==> src/rtl/fsm_pkg.sv <==
//==============================================================================
// fsm_pkg : state encodings and Z-decode constant for the fsm block
// Revision: 1.0
//==============================================================================
`default_nettype none

package fsm_pkg;

   typedef logic [1:0] state_t;

   localparam state_t ST_00 = 2'b00;
   localparam state_t ST_01 = 2'b01;
   localparam state_t ST_10 = 2'b10;
   localparam state_t ST_11 = 2'b11;

   // The one state in which the Moore output Z is asserted
   localparam state_t ST_Z_ACTIVE = ST_11;

endpackage

`default_nettype wire

==> src/rtl/fsm.sv <==
//==============================================================================
// fsm : 4-state Moore machine driven by W, output Z asserted in state 11.
//       Optional macro FSM_STATE_OUT_EN exposes the state register on port state.
// Revision: 1.0
//==============================================================================
`default_nettype none

module fsm
   import fsm_pkg::*;
(
   input  logic       clk,
   input  logic       reset,
   input  logic       W,
`ifdef FSM_STATE_OUT_EN
   output logic [1:0] state,
`endif
   output logic       Z
);

   state_t S;
   state_t next_s;

   always_comb begin
      next_s = S;
      case (S)
         ST_00:   next_s = W ? ST_11 : ST_10;
         ST_10:   next_s = W ? ST_00 : ST_11;
         ST_11:   next_s = W ? ST_10 : ST_01;
         ST_01:   next_s = W ? ST_00 : ST_01;
         default: next_s = ST_00;
      endcase
   end

   always_ff @(posedge clk or posedge reset) begin
      if (reset) begin
         S <= ST_00;
      end else begin
         S <= next_s;
      end
   end

   // Decoded from S alone, so reset clears Z as soon as S clears
   assign Z = (S == ST_Z_ACTIVE);

`ifdef FSM_STATE_OUT_EN
   assign state = S;
`endif

endmodule

`default_nettype wire

==> config.mk <==
export PLATFORM = sky130hd
export DESIGN_NAME = fsm
export DESIGN_NICKNAME = d
export VERILOG_FILES = /design/src/rtl/fsm_pkg.sv /design/src/rtl/fsm.sv
export SDC_FILE = /design/constraint.sdc
export NUM_CORES = 1
export LEC_CHECK = 0
export CORE_AREA = 2 2 39 41
export DETAILED_ROUTE_END_ITERATION = 12
export DIE_AREA = 0 0 41 43
export SKIP_CTS_REPAIR_TIMING = 1
export SKIP_LAST_GASP = 1
export SYNTH_ARGS = -nofsm -noshare
export SYNTH_HDL_FRONTEND = slang
export SYNTH_SLANG_ARGS = --single-unit
==> constraint.sdc <==
create_clock -name clk -period 1.4 [get_ports clk]
set_clock_uncertainty 0.05 [all_clocks]
set_input_delay 0.14 -clock clk [delete_from_list [all_inputs] [get_ports clk]]
set_output_delay 0.14 -clock clk [all_outputs]
set_load 0.1 [all_outputs]
== Yosys cells after proc, flatten, opt, wreduce, memory -nomap -nowiden ==
Index checks and enable logic that the tools add are counted.
Widths: inputs -> output; s select.
Storage, ports and cells
  bits in latches: 0
  register bits: 2
  bits in writable memories: 0
  ROM bits: 0
  memories: 0
Cells by class
  multipliers: 0
  div/mod/pow operators: 0
  bitwise operators: 0
  reduce and logical (&&, ||, !) cells: 1
  $lt $le $gt $ge: 0
  shift-type cells: 0
  $add $sub $neg: 0
  mux-type cells: 5
  eq/ne operators: 3
Operators with widths (number)
  $pmux 2 s4: 1
  $eq 2x2->1 const B: 2
  $mux 2: 2
  $eq 2x1->1 const B: 1
  $logic_not 2->1: 1
  $mux 1: 2

== Logic depth before layout (Yosys ltp) ==
  word-level depth: 2
  gate-level depth with buffers: 2

== Least setup slack after synthesis ==
Ideal clock, no wire load.
  path kind: flip-flop to output port
  from: register S[0]
  to: output port Z
  slack: 371 ps
  data required time: 1210 ps
  cell stages (with the launch flop): 2
  arrival: 839 ps
  path through: dfrtp_1 and2_2
On the way
  longest elaborated chain between the ends: 1
Ends and longest elaborated chain
  start: declaration: RTL line fsm.sv:20  | state_t S;
  start signal: assignment: RTL line fsm.sv:38  | S <= next_s;
  $eq 2x2->1: RTL line fsm.sv:43  | assign Z = (S == ST_Z_ACTIVE);
  end: declaration: RTL line fsm.sv:17  | output logic Z
No other way between the ends.

== Worst setup path after layout ==
  from: register S[1]
  to: output port Z
The elaborated chain is that of the path after synthesis.

==> results.yml <==
floorplan:
  start_util: 0.0642
  die_area_sq_um: 1760
  fp.dieH_um: 43
  rows: 14
  io_pins: 4
  core_sq_um: 1380
  dieWidth_um: 41
setup_path:
  reg2reg_depth: 2
  crit_path_start_kind: "flop"
  crit_fanout: 3
  r2r_end: "S[0]"
  crit_arrival_ns: 1.00
  timing.rr.start: "S[0]"
  criticalPathCategory: "flop to primary output"
  slowest_delay_ns: 0.39
  crit_required_ns: 1.21
  crit_family: "flip-flops"
  endpoint_kind: "primary output"
  path_buf_inv: 1
  path_cells: "and2_2, buf_12"
  crit_slowest_cell: "dfrtp_1"
  r2r_slack_ns: 0.64
cts:
  cts_made_buffers: 3
  tritoncts: "built"
  htree_levels: 1
  cts_sinks: 2
  insertion_delay_ns: 0.22
  root_buffer: "clkbuf_4"
  clk_path_buf_depth: 2
  clkSlewWorstSetupHoldPaths_ns: 0.03
logic_synthesis:
  ys_ff_latch: 2
  avgSynthCellArea_sq_um: 11.1
  ys_seq_area_frac: 0.563
  yosysTopAreaCell: "dfrtp_1"
  synth_area_leaders: "dfrtp_1 (56%), xnor2_1 (9.9%), xor2_1 (9.9%), and2_2 (8.5%), nor2_2 (7.0%)"
  yosysUniqueCellTypes: 7
  ys_warn_count: 0
  syn-num-nets: 11
  syn_inst: 8
  synth.cell_area_sq_um: 88.8
  synth_top_area_share: 0.563
sta:
  hold_violations: 0
  worst_pin_slew_ns: 0.127
  slew_viol_final: 0
  fin_crit_ns: 1.19
  max_clock_freq_mhz: 843
  setup-tns-final_ns: 0
  hold_ws_ns: 0.0225
  max_slew_margin: 0.915
  period_share: 0.847
  grt_setup_unrepaired: "no"
  setup_viol_count_final: 0
min_path:
  hold_class: "primary input to asynchronous set/reset pin"
placement:
  numPortBuffers: 3
  gp_congestion: 0.443
flow_run:
  cap_viol_max_count: 0
finish:
  fillers: 153
  largest_register_ffs: 2
  regMostFlops: "S"
  drive_gt1_frac: 0.429
  top_regs: "S (2)"
  ff_latch_area_sq_um: 50.0
  layout_common_cells: "clkbuf_4 (3), dfrtp_1 (2), clkdlybuf4s50_1 (2)"
  nets: 19
  final_common_cell: "clkbuf_4"
  n_antenna_cell: 0
  area_growth_pct: 93.0
  multiInputGateArea_sq_um: 35.0
global_routing:
  grt_pass1_vias: 84
  grt_pass1_wl_um: 289
  track_usage: 0.0331
  grt_overflow: 0
  antenna_found_initial: 0
  grt_max_degree: 4
routing:
  drtIter0Drc: 0
  route.antenna.remaining_nets: 0
  wl_per_cell_um: 5.27
  routed_wl_um: 158
  drt_pass1_iterations: 1
  drcViolationCount: 0
  viasPerCell: 2.33
  vias: 70
status:
  status: "completed"
[Yosys cell counts]
master / n
xor2_1: 1
inv_1: 1
nor2_2: 1
dfrtp_1: 2
and2_2: 1
nand2_1: 1
xnor2_1: 1
[per-stage QoR]
stage	instance area (sq um)	utilization	cells	setup slack [ns]
floorplan	88.8	-	8	0.371
global placement	149	0.108	27	0.393
detailed placement	149	0.108	27	0.368
CTS	171	0.124	30	0.204
global route	171	0.124	30	0.168
finish	171	0.124	30	0.214
[how the worst max path moves through the flow]
stage	startpoint	to	slack [ns]	cells after the start
after detailed placement	W	S[1]	0.37	3
final	S[1]	Z	0.21	2
after CTS	S[1]	Z	0.20	2
after global routing	S[1]	Z	0.17	2
after global placement	W	S[1]	0.39	3
after floorplan	S[0]	Z	0.37	1
[cell type report]
| type | count | area share |
|---|---|---|
| Tap cell | 16 | 0.117 |
| Sequential cell | 2 | 0.292 |
| Timing Repair Buffer | 3 | 0.234 |
| Clock buffer | 3 | 0.131 |
| Inverter | 1 | 0.0219 |
| Multi-Input combinational cell | 5 | 0.204 |
[per-layer routing]
metal,track usage,share of wire
met4,0.0800,0
met3,0.0157,0.076
met1,0.0256,0.45
met2,0.0313,0.47
met5,0,0
[logic make-up (layout without fill, tap and decap cells)]
kind of cell	after synthesis	after routing	share of synthesized area
DFF	2	2	0.563
and+or+nand+nor	3	3	0.197
xor gates and xnor gates	2	2	0.197
buffers and inverters	1	7	0.0422
Power is not shown: default switching activity piles up to over one toggle a cycle in this logic, so the estimate is an artifact.
